$ cat src/rtl/l1_mem_arbiter.sv
// l1_mem_arbiter
//   Arbitrates between an I-cache and a D-cache for one shared L2/memory port.
//   At most one L2 transaction is outstanding at a time. When both caches
//   request in the same IDLE cycle, the cache that was not granted last wins.
//   A per-cycle conflict pulse goes out on arb_conflict_sig, and a saturating
//   counter (conflict_count) tracks how many conflicts have occurred.
//
// Ports
//   clk, rst_n                    clock, asynchronous active-low reset
//   i_pmem_read/addr              I-cache fill request (held until i_pmem_resp)
//   i_pmem_rdata/resp             I-cache fill data and completion pulse
//   d_pmem_read/write/addr/wdata  D-cache fill/writeback request
//   d_pmem_rdata/resp             D-cache fill data and completion pulse
//   l2_read/write/addr/wdata      registered request to L2
//   l2_rdata/resp                 L2 read data and completion pulse
//   arb_conflict_sig              both caches requesting while IDLE
//   conflict_count                saturating count of conflict pulses
module l1_mem_arbiter #(
    parameter int unsigned ADDR_W = 32,
    parameter int unsigned LINE_W = 256
) (
    input  logic              clk,
    input  logic              rst_n,

    input  logic              i_pmem_read,
    input  logic [ADDR_W-1:0] i_pmem_addr,
    output logic [LINE_W-1:0] i_pmem_rdata,
    output logic              i_pmem_resp,

    input  logic              d_pmem_read,
    input  logic              d_pmem_write,
    input  logic [ADDR_W-1:0] d_pmem_addr,
    input  logic [LINE_W-1:0] d_pmem_wdata,
    output logic [LINE_W-1:0] d_pmem_rdata,
    output logic              d_pmem_resp,

    output logic              l2_read,
    output logic              l2_write,
    output logic [ADDR_W-1:0] l2_addr,
    output logic [LINE_W-1:0] l2_wdata,
    input  logic [LINE_W-1:0] l2_rdata,
    input  logic              l2_resp,

    output logic              arb_conflict_sig,
    output logic [15:0]       conflict_count
);

    typedef enum logic [1:0] {
        StIdle   = 2'd0,
        StServeI = 2'd1,
        StServeD = 2'd2
    } state_e;

    state_e            state_q;
    logic              last_grant_d_q;  // 1: D was granted last, 0: I was
    logic              l2_read_q;
    logic              l2_write_q;
    logic [ADDR_W-1:0] l2_addr_q;
    logic [LINE_W-1:0] l2_wdata_q;
    logic [15:0]       conflict_count_q;

    logic i_req;
    logic d_req;
    logic conflict_raw;
    logic grant_d;

    always_comb begin
        i_req        = i_pmem_read;
        d_req        = d_pmem_read | d_pmem_write;
        conflict_raw = (state_q == StIdle) & i_req & d_req;
        // D wins when alone, or on a conflict if I was granted last.
        grant_d      = d_req & (~i_req | ~last_grant_d_q);
    end

    // Responses are combinational on l2_resp so the cache sees completion in
    // the same cycle the data is valid.
    always_comb begin
        i_pmem_rdata     = l2_rdata;
        d_pmem_rdata     = l2_rdata;
        i_pmem_resp      = (state_q == StServeI) & l2_resp;
        d_pmem_resp      = (state_q == StServeD) & l2_resp;
        // Gated by rst_n so requests held during reset never show a conflict.
        arb_conflict_sig = conflict_raw & rst_n;
        l2_read          = l2_read_q;
        l2_write         = l2_write_q;
        l2_addr          = l2_addr_q;
        l2_wdata         = l2_wdata_q;
        conflict_count   = conflict_count_q;
    end

    always_ff @(posedge clk or negedge rst_n) begin
        if (!rst_n) begin
            state_q          <= StIdle;
            last_grant_d_q   <= 1'b0;
            l2_read_q        <= 1'b0;
            l2_write_q       <= 1'b0;
            l2_addr_q        <= '0;
            l2_wdata_q       <= '0;
            conflict_count_q <= '0;
        end else begin
            if (conflict_raw && (conflict_count_q != 16'hFFFF)) begin
                conflict_count_q <= conflict_count_q + 16'd1;
            end
            unique case (state_q)
                StIdle: begin
                    if (grant_d) begin
                        state_q        <= StServeD;
                        last_grant_d_q <= 1'b1;
                        l2_addr_q      <= d_pmem_addr;
                        l2_wdata_q     <= d_pmem_wdata;
                        // A writeback takes priority over a simultaneous fill.
                        l2_write_q     <= d_pmem_write;
                        l2_read_q      <= ~d_pmem_write;
                    end else if (i_req) begin
                        state_q        <= StServeI;
                        last_grant_d_q <= 1'b0;
                        l2_addr_q      <= i_pmem_addr;
                        l2_read_q      <= 1'b1;
                        l2_write_q     <= 1'b0;
                    end
                end
                StServeI, StServeD: begin
                    // No abort path: the transaction runs to l2_resp even if
                    // the requester drops its request.
                    if (l2_resp) begin
                        state_q    <= StIdle;
                        l2_read_q  <= 1'b0;
                        l2_write_q <= 1'b0;
                    end
                end
                default: begin
                    state_q    <= StIdle;
                    l2_read_q  <= 1'b0;
                    l2_write_q <= 1'b0;
                end
            endcase
        end
    end

endmodule

$ cat config.mk
export PLATFORM = sky130hd
export DESIGN_NAME = l1_mem_arbiter
export DESIGN_NICKNAME = d
export VERILOG_FILES = /design/src/rtl/l1_mem_arbiter.sv
export SDC_FILE = /design/constraint.sdc
export NUM_CORES = 1
export LEC_CHECK = 0
export BUFFER_PORTS_ARGS = -buffer_cell sky130_fd_sc_hd__buf_2
export CORE_AREA = 2 2 551 553
export CTS_CLUSTER_SIZE = 14
export DETAILED_ROUTE_END_ITERATION = 8
export DIE_AREA = 0 0 553 555
export MAX_ROUTING_LAYER = met4
export SKIP_LAST_GASP = 1
export SYNTH_ARGS = -nofsm -noshare
export SYNTH_HDL_FRONTEND = slang
export SYNTH_SLANG_ARGS = --single-unit
$ cat constraint.sdc
create_clock -name clk -period 1.8 [get_ports clk]
set_input_delay 0.18 -clock clk [delete_from_list [all_inputs] [get_ports clk]]
set_output_delay 0.18 -clock clk [all_outputs]
set_load 0.005 [all_outputs]
== Word level (Yosys, flattened, before mapping) ==
Cells that the tools add are included.

* Bits in registers: 309
* Input bits: 582
* Output and inout port bits: 821
* Word-level logic and storage cells: 45

* Add/subtract/negate cells: 1
* Equality and inequality tests: 5
* Mux-type cells: 14
* Bitwise operators: 11
* Reduce and logical (&&, ||, !) cells: 7

{| class="wikitable"
|+ Operators by type and width
! cell !! count
|-
| $mux 32 || 2
|-
| $add 16x1->16 const B || 1
|-
| $ne 16x16->1 const B || 1
|-
| $and 1x1->1 || 6
|-
| $mux 1 || 6
|-
| $mux 2 || 3
|-
| $reduce_and 2->1 || 3
|-
| $pmux 1 s2 || 2
|-
| $pmux 2 s2 || 1
|-
| $ne 3x3->1 const B || 1
|-
| $not 1->1 || 3
|-
| $eq 2x1->1 const B || 1
|-
| $eq 2x2->1 const B || 1
|-
| $logic_not 2->1 || 1
|-
| $ne 2x2->1 const B || 1
|-
| $or 1x1->1 || 2
|-
| $reduce_bool 2->1 || 1
|-
| $reduce_or 2->1 || 1
|-
| $logic_and 1x1->1 || 1
|}

== Logic depth before layout (Yosys ltp) ==
Gate-level depths: netlist (run 1).

* Depth after elaboration: 5
* Depth in mapped cells: 7
* Depth with buffers taken out: 6

== Worst setup path after synthesis (run 1) ==
Ideal clock, no wire load.

* Path kind: reg2reg
* From: reg state_q[0]
* To: reg conflict_count_q[13], in the netlist conflict_count[13]
* Data arrival time: 1.591 ns
* Data required time: 1.674 ns
* Setup slack: 0.083 ns
* Stages on the path, launching flop included: 7
* Period minus slack after synthesis: 1.717 ns
* Cell sequence: dfrtp_1 -> inv_1 -> ha_1 -> o211ai_1 -> nor4_1 -> nand4_1 -> xnor2_1

* Cells in the longest elaborated chain, start to end: 4

{| class="wikitable"
|+ Ends and longest elaborated chain
! element !! RTL line !! source
|-
| from (decl) || 54 || <nowiki>state_e state_q;</nowiki>
|-
| from (signal assigned) || 93 || <nowiki>state_q <= StIdle;</nowiki>
|-
| from (signal assigned) || 107 || <nowiki>state_q <= StServeD;</nowiki>
|-
| from (signal assigned) || 115 || <nowiki>state_q <= StServeI;</nowiki>
|-
| $logic_not 2->1 || 70 || <nowiki>conflict_raw = (state_q == StIdle) & i_req & d_req;</nowiki>
|-
| $and 1x1->1 (2 in series) || 70 ||
|-
| $logic_and 1x1->1 || 101 || <nowiki>if (conflict_raw && (conflict_count_q != 16'hFFFF)) begin</nowiki>
|-
| to (signal assigned) || 102 || <nowiki>conflict_count_q <= conflict_count_q + 16'd1;</nowiki>
|-
| to (decl) || 60 || <nowiki>logic [15:0] conflict_count_q;</nowiki>
|}

No other way between the ends.
A chain may end at the register's enable or synchronous reset.

== Worst setup path after layout (run 1) ==
* From: reg state_q[0]
* To: out arb_conflict_sig

* Cells in the longest elaborated chain, start to end: 4

{| class="wikitable"
|+ Ends and longest elaborated chain
! element !! RTL line !! source
|-
| $logic_not 2->1 || 70 ||
|-
| $and 1x1->1 (2 in series) || 70 ||
|-
| $and 1x1->1 || 83 || <nowiki>arb_conflict_sig = conflict_raw & rst_n;</nowiki>
|-
| to (decl) || 44 || <nowiki>output logic arb_conflict_sig,</nowiki>
|}

No other way between the ends.

==> results of run 1 <==
[metrics by stage]
stage	setup WS [ns]	hold WS [ns]	TNS, ns	utilization
after floorplan	0.0831	-0.116	0	-
after global placement	-0.126	0.0633	-3.24	0.0685
after detailed placement	-0.0262	0.0679	-0.138	0.0685
after CTS	-0.281	0.00363	-35.40	0.0863
after global routing	-0.274	0.0465	-29.42	0.0908
final	-0.195	0.0555	-13.74	0.0908
[layout make-up]
type,instances,share of cell area
sequential,309,0.283
multi-input combinational,429,0.179
tap,3978,0.182
clock inverter,20,0.00805
timing repair buffer,1074,0.302
antenna,15,0.00137
inverter,4,0.000549
clock buffer,60,0.0446
[worst paths after layout]
| path | from | slack, ns | cells past startpoint | endpoint |
|---|---|---|---|---|
| worst max-delay path | state_q[0] | -0.19 | 6 | arb_conflict_sig |
| worst min-delay path | d_pmem_addr[12] | 0.06 | 4 | l2_addr[12] |
| worst max register to register | state_q[0] | -0.14 | 10 | l2_wdata[227] |
| worst min register to register | last_grant_d_q | 0.48 | 2 | last_grant_d_q |
| max in group asynchronous | rst_n | 0.29 | 3 | l2_addr[24] |
| min in group asynchronous | rst_n | 0.18 | 3 | l2_wdata[193] |
[power groups by stage]
| stage | clock (mW) | combinational (mW) | sequential [mW] |
|---|---|---|---|
| 2_1_floorplan | 0 | 6.12 | 12.5 |
| 3_3_place_gp | 0 | 19.7 | 12.3 |
| 3_5_place_dp | 0 | 19.8 | 12.5 |
| 4_1_cts | 9.28 | 23.1 | 12.5 |
| 5_1_grt | 9.51 | 29.2 | 13.1 |
| 6_report | 8.92 | 26.7 | 12.7 |
[registers in the layout (all words and copies together) (netlist names)]
signal          count
conflict_count     16
l2_addr            32
l2_read             1
l2_wdata          256
l2_write            1
last_grant_d_q      1
state_q             2
[placed cells by master (no fill, tap or decap), types with 3 or more instances in the layout]
cell / Yosys / routed
buf_12: 0 / 23
clkbuf_1: 4 / 9
diode_2: 0 / 15
dfrtp_1: 309 / 309
nand2_1: 41 / 40
buf_8: 0 / 15
mux2i_1: 32 / 32
mux2_4: 0 / 209
buf_6: 0 / 8
nand3_1: 7 / 7
a22o_1: 3 / 3
clkinvlp_4: 0 / 3
buf_4: 512 / 49
clkbuf_8: 0 / 8
o21ai_1: 32 / 32
dlygate4sd3_1: 0 / 320
inv_6: 0 / 3
xor2_1: 3 / 3
nand4_1: 8 / 8
clkinv_2: 0 / 5
nor2_1: 4 / 4
clkinv_4: 0 / 4
and2_4: 0 / 3
buf_16: 0 / 15
xnor2_1: 10 / 10
clkbuf_16: 0 / 57
buf_2: 36 / 630
nor3_1: 4 / 3
mux2_1: 257 / 48
[cells by family after synthesis]
| logic type | share of synthesized area |
|---|---|
| buffers and inverters | 0.257 |
| flip-flops | 0.489 |
| multiplexers | 0.203 |
| AND/OR/NAND/NOR | 0.0241 |
| AO/OA/AOI/OAI | 0.0166 |
| XOR/XNOR | 0.00720 |
| adder cells (fa/ha/maj) | 0.00317 |
[timing repair]
action,CTS,global route
endpoints found under the hold margin,566,0
setup buffers,17,14
pin swaps,1,8
hold buffers,320,0
setup endpoints to repair,127,269
gates cloned,11,17
resized for setup,76,225
[layer usage]
| layer | share of wire | track usage | up-vias | routed length, um |
|---|---|---|---|---|
| li1 | - | - | 4971 | - |
| met1 | 0.32 | 0.0907 | 6167 | 52500 |
| met4 | 0.048 | 0.0414 | 0 | 7740 |
| met3 | 0.24 | 0.114 | 582 | 39900 |
| met2 | 0.38 | 0.135 | 1290 | 62600 |
| met5 | 0 | - | - | 0 |
[worst register-to-register path, stage by stage (launching register included)]
cell and delay [ns]:
dfrtp_1 0.36, inv_2 0.06, ha_4 0.16, buf_6 0.11, buf_4 0.14, nand2_8 0.08
buf_12 0.16, buf_16 0.18, buf_12 0.14, buf_16 0.13, mux2_4 0.31
==> impl_metrics.toml, run 1 <==
[run_status]
outcome = "finished with violations"
violations = "negative setup slack"

[route]
totalWireLength_um = 163000
avgViaCountPerCell = 2.21
first_iter_violations = 864
vias = 13000
ant_nets = 0
drc_errors = 0
drt_pre_antenna_iters = 5
wl_per_cell_um = 27.6

[cells_and_area]
nNetsFinal = 2447
final_cells = 5889
fill_cells = 34800
syn_to_final_growth_pct = 73.1
final_area_um2 = 27400
multi_input_area_um2 = 4900
drive_gt1_frac = 0.554
register_area_um2 = 7730

[clock_network]
clkLatencyLatePin_ns = 0.66
cts_tree = "done"
numCtsBuffers = 43
clock-sinks = 309
h-tree-depth = 2
max-clock-path-buffers = 3
path_clk_slew_ns = 0.06
cts_root_buf = "clkbuf_16"

[sta]
setup_violations = 202
clock_skew_ns = 0.0503
worstMarginPinSlew_ns = 0.900
max_freq_mhz = 501
drv_slew = 0
finalCritPeriodShare = 1.11
period_minus_slack_ns = 1.99
hold_viol_final = 0
slew_headroom = 0.398
setup_ws_ns = -0.195
grt_setup_unrepaired = "true"

[pwr]
vdd_drop_max_mv = 0.653
p_clk_frac = 0.185
power_frac_seq = 0.262
netSwitchingFraction = 0.432
internal_power_mw = 27.4
switching_power_mw = 20.8
cellPowerDensity_nw_per_um2 = 1760
p_leak_nw = 11.7
p_total_mw = 48.3
combPwrFrac = 0.553

[worst_setup_path]
critPathArrivalTime_ns = 1.81
crit_path_start_kind = "flop"
slowest_delay_ns = 0.39
crit_top_cell = "buf_6"
required_ns = 1.62
cp_cell_sequence = "inv_2 > ha_4 > buf_6 > o211a_4 > and2_4 > buf_6"
crit_fanout = 2
critPathCaptureType = "output port"
cpLargestDelayFamily = "flip-flops"
cp_slowest_cell = "dfrtp_1"
criticalPathCategory = "flop to output port"
path_buf_inv = 3

[job]
cap_violations = 0

[logic_synthesis]
synth_area_per_cell_um2 = 12.2
yosysSeqAreaShare = 0.489
ys_async_sr_fraction = 1.00
synth_common_cells = "buf_4 (512), dfrtp_1 (309), mux2_1 (257)"
synth.largest_area_cell = "dfrtp_1"
synth_area_um2 = 15800
synth_ff_type = "dfrtp_1"
ys_ff_latch = 309
synth-edff-count = 0
yosys.area.top_type_share = 0.489
synth.most_common_cell = "buf_4"
syn_inst = 1295
syn_nets = 1881
netlist_top_cells_area = "dfrtp_1 (49%), buf_4 (24%), mux2_1 (18%), mux2i_1 (2.0%), buf_2 (1.1%)"
ys_types = 37
ys_warn_count = 0

[placement]
place_area_um2 = 20600
place.gp.congestion = 0.873
place_hpwl_um = 140000
place_inst = 5419
portBuffers = 634

[floorplan]
ioPinCount = 1403
core-area_um2 = 301000
die_h_um = 555
rows = 202
initial_core_util = 0.0525
die_w_um = 553
dieArea_um2 = 307000

[grt]
antenna_found_initial = 88
grt_pass1_vias = 13600
overflow = 0
grt_pass1_wl_um = 188000
grt_max_degree = 72
track_usage = 0.102

[min_path]
hold_class = "input pin to flop"
No activity file was read; power rests on OpenSTA's default activity.
==> run 2, diff against run 1 <==
--- a/config.mk
+++ b/config.mk
@@ -6,10 +6,10 @@
 export NUM_CORES = 1
 export LEC_CHECK = 0
 export BUFFER_PORTS_ARGS = -buffer_cell sky130_fd_sc_hd__buf_2
-export CORE_AREA = 2 2 551 553
+export CORE_AREA = 2 2 545 547
 export CTS_CLUSTER_SIZE = 14
 export DETAILED_ROUTE_END_ITERATION = 8
-export DIE_AREA = 0 0 553 555
+export DIE_AREA = 0 0 547 549
 export MAX_ROUTING_LAYER = met4
 export SKIP_LAST_GASP = 1
 export SYNTH_ARGS = -nofsm -noshare
==> constraint.sdc (replaced) <==
create_clock -name clk -period 2.2 [get_ports clk]
set_input_delay 0.22 -clock clk [delete_from_list [all_inputs] [get_ports clk]]
set_output_delay 0.22 -clock clk [all_outputs]
set_load 0.005 [all_outputs]
==> impl_metrics.toml, run 2 (synthesis results as in run 1) <==
[run_status]
outcome = "completed"

[grt]
grt_max_degree = 80
antenna_found_initial = 132
grt_pass1_wl_um = 198000
grt_pass1_vias = 13000
overflow = 0
track_usage = 0.113

[route]
first_iter_violations = 849
avgViaCountPerCell = 2.20
drc_errors = 0
totalWireLength_um = 170000
wl_per_cell_um = 29.5
drt_pre_antenna_iters = 8
vias = 12700
ant_nets = 0

[sta]
drv_slew = 0
max_freq_mhz = 477
hold_ws_ns = 0.100
grt_setup_unrepaired = "false"
clock_skew_ns = 0.0517
period_minus_slack_ns = 2.10
worstMarginPinSlew_ns = 0.571
hold_viol_final = 0
fin_tns_setup_ns = 0
setup_violations = 0
slew_headroom = 0.619
finalCritPeriodShare = 0.952

[cells_and_area]
nNetsFinal = 2356
largest_register_ffs = 256
final_cells = 5769
final_cell_mix = "buf_2 (633), dlygate4sd3_1 (322), dfrtp_1 (309)"
syn_to_final_growth_pct = 59.7
layout_commonest_cell = "buf_2"
fin_util = 0.0856
drive_gt1_frac = 0.415

[worst_setup_path]
required_ns = 1.98
critPathCaptureType = "output port"
critPathArrivalTime_ns = 1.88
crit_fanout = 5
crit_path_start_kind = "flop"
criticalPathCategory = "flop to output port"

[pwr]
p_total_mw = 34.7
vdd_drop_max_mv = 0.582
switching_power_mw = 15.7
p_clk_frac = 0.243
cellPowerDensity_nw_per_um2 = 1370
netSwitchingFraction = 0.453
combPwrFrac = 0.464
power_frac_seq = 0.293
p_leak_nw = 10.1
internal_power_mw = 19.0

[placement]
place_inst = 5337
place.gp.congestion = 0.803
place_hpwl_um = 154000
portBuffers = 634

[floorplan]
core-area_um2 = 295000
die_h_um = 549
die_w_um = 547
rows = 200
dieArea_um2 = 300000
initial_core_util = 0.0536
ioPinCount = 1403

[clock_network]
max-clock-path-buffers = 3
path_clk_slew_ns = 0.06
clkLatencyLatePin_ns = 0.69
numCtsBuffers = 46
h-tree-depth = 2
cts_root_buf = "clkbuf_16"
cts_tree = "done"
clock-sinks = 309

[job]
cap_violations = 0

[min_path]
hold_class = "input pin to flop"
run 2: cell types whose count changed in the layout (fill, tap and decap cells not counted), moves of 3 or more:
cell	previous run	this run
buf_6	8	1
buf_12	23	14
and2_4	3	0
mux2_1	48	257
bufinv_16	2	6
buf_8	15	1
buf_2	630	633
diode_2	15	22
buf_16	15	0
buf_4	49	9
mux2_4	209	0
clkbuf_16	57	47
clkbuf_1	9	3
and2_1	0	3
run 2: through the flow:
step	setup slack (ns)	cell area [um2]
final	0.105	25300
after global placement	0.220	20200
after detailed placement	0.164	20200
after global routing	0.00530	25200
after floorplan	0.483	15800
after CTS	0.0137	25200
run 2: power groups by stage:
stage / Sequential, mW / Clock [mW] / Combinational [mW]
floorplan: 10.2 / 0 / 5.01
global placement: 10.0 / 0 / 15.7
detailed placement: 10.2 / 0 / 15.8
CTS: 10.2 / 8.87 / 16.7
global route: 10.5 / 9.01 / 17.7
finish: 10.2 / 8.42 / 16.1
run 2: path summary, 6_finish.rpt:
check	from	to	slack (ns)	cells after the start
min in group asynchronous	rst_n	l2_addr[25]	0.18	3
hold / removal	i_pmem_read	l2_read	0.10	4
hold reg to reg	last_grant_d_q	last_grant_d_q	0.48	2
setup reg to reg	last_grant_d_q	l2_addr[20]	0.12	6
max in group asynchronous	rst_n	l2_wdata[110]	1.44	3
setup / recovery	state_q[1]	arb_conflict_sig	0.10	6
run 2: what timing repair did:
item / in CTS / in global routing
pin swaps: 0 / 0
gates resized for setup: 5 / 1
hold buffers: 323 / 0
buffers inserted: 1 / 0
setup endpoints to repair: 1 / 1
endpoints found under the hold margin: 599 / 0
run 2: area by class of cell:
class | count | area, um2
clock buffer | 59 | 1310
fill | 34100 | 270000
antenna | 22 | 55.1
timing repair buffer | 980 | 6770
sequential | 309 | 7730
tap | 3939 | 4930
multi-input combinational | 429 | 4060
inverter | 4 | 15.0
clock inverter | 27 | 392
run 2: routing by layer:
metal  wire length (um)  track usage  vias to the layer above
met3              42400        0.124                      623
met5                  0            -                        -
met4               8020       0.0401                        0
li1                   -            -                     4791
met1              49600       0.0925                     5866
met2              70500        0.162                     1388
run 2: critical path, stage by stage (launching register included):
cell and delay (ns):
dfrtp_1 0.40, inv_2 0.09, ha_4 0.17, o211a_1 0.16, buf_6 0.12, and2_1 0.16, buf_2 0.12
==> run 3, diff against run 2 <==
--- a/config.mk
+++ b/config.mk
@@ -7,6 +7,7 @@
 export LEC_CHECK = 0
 export BUFFER_PORTS_ARGS = -buffer_cell sky130_fd_sc_hd__buf_2
 export CORE_AREA = 2 2 545 547
+export CTS_BUF_LIST = sky130_fd_sc_hd__clkbuf_8 sky130_fd_sc_hd__clkbuf_16
 export CTS_CLUSTER_SIZE = 14
 export DETAILED_ROUTE_END_ITERATION = 8
 export DIE_AREA = 0 0 547 549
==> impl_metrics.toml, run 3 (synthesis results as in run 1) <==
[floorplan]
initial_core_util = 0.0536
rows = 200
core-area_um2 = 295000
ioPinCount = 1403
die_h_um = 549
dieArea_um2 = 300000
die_w_um = 547

[worst_setup_path]
worstRegToRegCells = 6
cp_cell_sequence = "inv_2 > ha_4 > o211a_1 > buf_6 > and2_1 > buf_2"
rr_endpoint = "l2_addr[20]"
crit_cells = 6
rr_startpoint = "last_grant_d_q"
crit_fanout = 5
slowest_delay_ns = 0.40
regToRegSetupSlack_ns = 0.12
criticalPathCategory = "flop to output port"
path_buf_inv = 3
required_ns = 1.98
crit_path_start_kind = "flop"
critPathArrivalTime_ns = 1.87
setup.worst_path.end = "arb_conflict_sig"
cpLargestDelayFamily = "flip-flops"
cp_slowest_cell = "dfrtp_1"
crit_path_start = "state_q[1]"
critPathCaptureType = "output port"

[cells_and_area]
nNetsFinal = 2356
largest_register_ffs = 256
fill_cells = 34100
layout_commonest_cell = "buf_2"
final_cell_mix = "buf_2 (633), dlygate4sd3_1 (322), dfrtp_1 (309)"
drive_gt1_frac = 0.415
syn_to_final_growth_pct = 59.9
fin_util = 0.0857
final_cells = 5781

[route]
drc_errors = 0
wl_per_cell_um = 29.5
ant_nets = 0
first_iter_violations = 789
drt_pre_antenna_iters = 6
vias = 12600
totalWireLength_um = 170000
avgViaCountPerCell = 2.18

[clock_network]
clkLatencyLatePin_ns = 0.69
h-tree-depth = 2
cts_root_buf = "clkbuf_16"
path_clk_slew_ns = 0.06
numCtsBuffers = 46
cts_tree = "done"
clock-sinks = 309
max-clock-path-buffers = 3

[grt]
grt_pass1_vias = 13000
overflow = 0
grt_pass1_wl_um = 198000
antenna_found_initial = 132
track_usage = 0.113
grt_max_degree = 80

[sta]
slew_headroom = 0.621
hold_viol_final = 0
clock_skew_ns = 0.0518
fin_tns_setup_ns = 0
grt_setup_unrepaired = "false"
max_freq_mhz = 478
finalCritPeriodShare = 0.951
worstMarginPinSlew_ns = 0.568
period_minus_slack_ns = 2.09
drv_slew = 0
setup_violations = 0

[job]
cap_violations = 0

[pwr]
vdd_drop_max_mv = 0.582
cellPowerDensity_nw_per_um2 = 1370
p_leak_nw = 10.1

[min_path]
hold_class = "input pin to flop"

[run_status]
outcome = "completed"

[placement]
place_inst = 5337
place_hpwl_um = 154000
place.gp.congestion = 0.803
portBuffers = 634
## run 3: layout make-up
class                   count  area, um2  share of cell area
repair buffers            980       6770               0.268
clock inverters            30        403              0.0159
inverters                   4       15.0            0.000594
well taps                3939       4930               0.195
flip-flops and latches    309       7730               0.306
clock buffers              56       1300              0.0514
diodes                     34       85.1             0.00336
multi-input cells         429       4060               0.160
## run 3: worst min-delay path by stage
stage,start,to,slack (ns),cells after the start
floorplan,rst_n,conflict_count[0],-0.08,0
global placement,rst_n,l2_addr[25],0.14,1
detailed placement,rst_n,l2_addr[25],0.14,1
CTS,i_pmem_read,l2_write,0.01,3
global route,i_pmem_read,l2_write,0.05,3
finish,i_pmem_read,l2_read,0.10,4
## run 3: metal layers
| metal | GRT usage | vias to the layer above | routed length, um |
|---|---|---|---|
| li1 | - | 4801 | - |
| met1 | 0.0925 | 5863 | 49600 |
| met2 | 0.162 | 1357 | 70100 |
| met3 | 0.124 | 592 | 42400 |
| met4 | 0.0401 | 0 | 8360 |
| met5 | - | - | 0 |
## run 3: what timing repair did
action / CTS / global route
endpoints found under the setup margin: 1 / 1
hold buffers: 323 / 0
hold endpoints to repair: 599 / 0
pin swaps: 0 / 0
gates resized for setup: 5 / 1
setup buffers: 1 / 0
## run 3: through the flow
step                setup WS (ns)  total power [mW]  area (um2)  hold slack (ns)
floorplan                   0.483              15.3       15800          -0.0756
global placement            0.220              25.7       20200            0.135
detailed placement          0.164              26.1       20200            0.143
CTS                        0.0137              35.7       25200           0.0112
global route              0.00530              37.3       25200           0.0547
finish                      0.107              34.6       25300            0.100
## run 3: power breakdown
part	switching, mW	total [mW]	internal, mW
Sequential	1.59	10.2	8.56
Combinational	10.6	16.0	5.41
Clock	3.43	8.41	4.98
## run 3: worst register-to-register path: cells and delay by family, from the launching register on
kind / cells / cell delay (ns)
buffers and inverters: 2 / 0.91
and+or+nand+nor: 1 / 0.14
DFF: 1 / 0.34
AOI/OAI and AO/OA: 2 / 0.19
muxes: 1 / 0.42
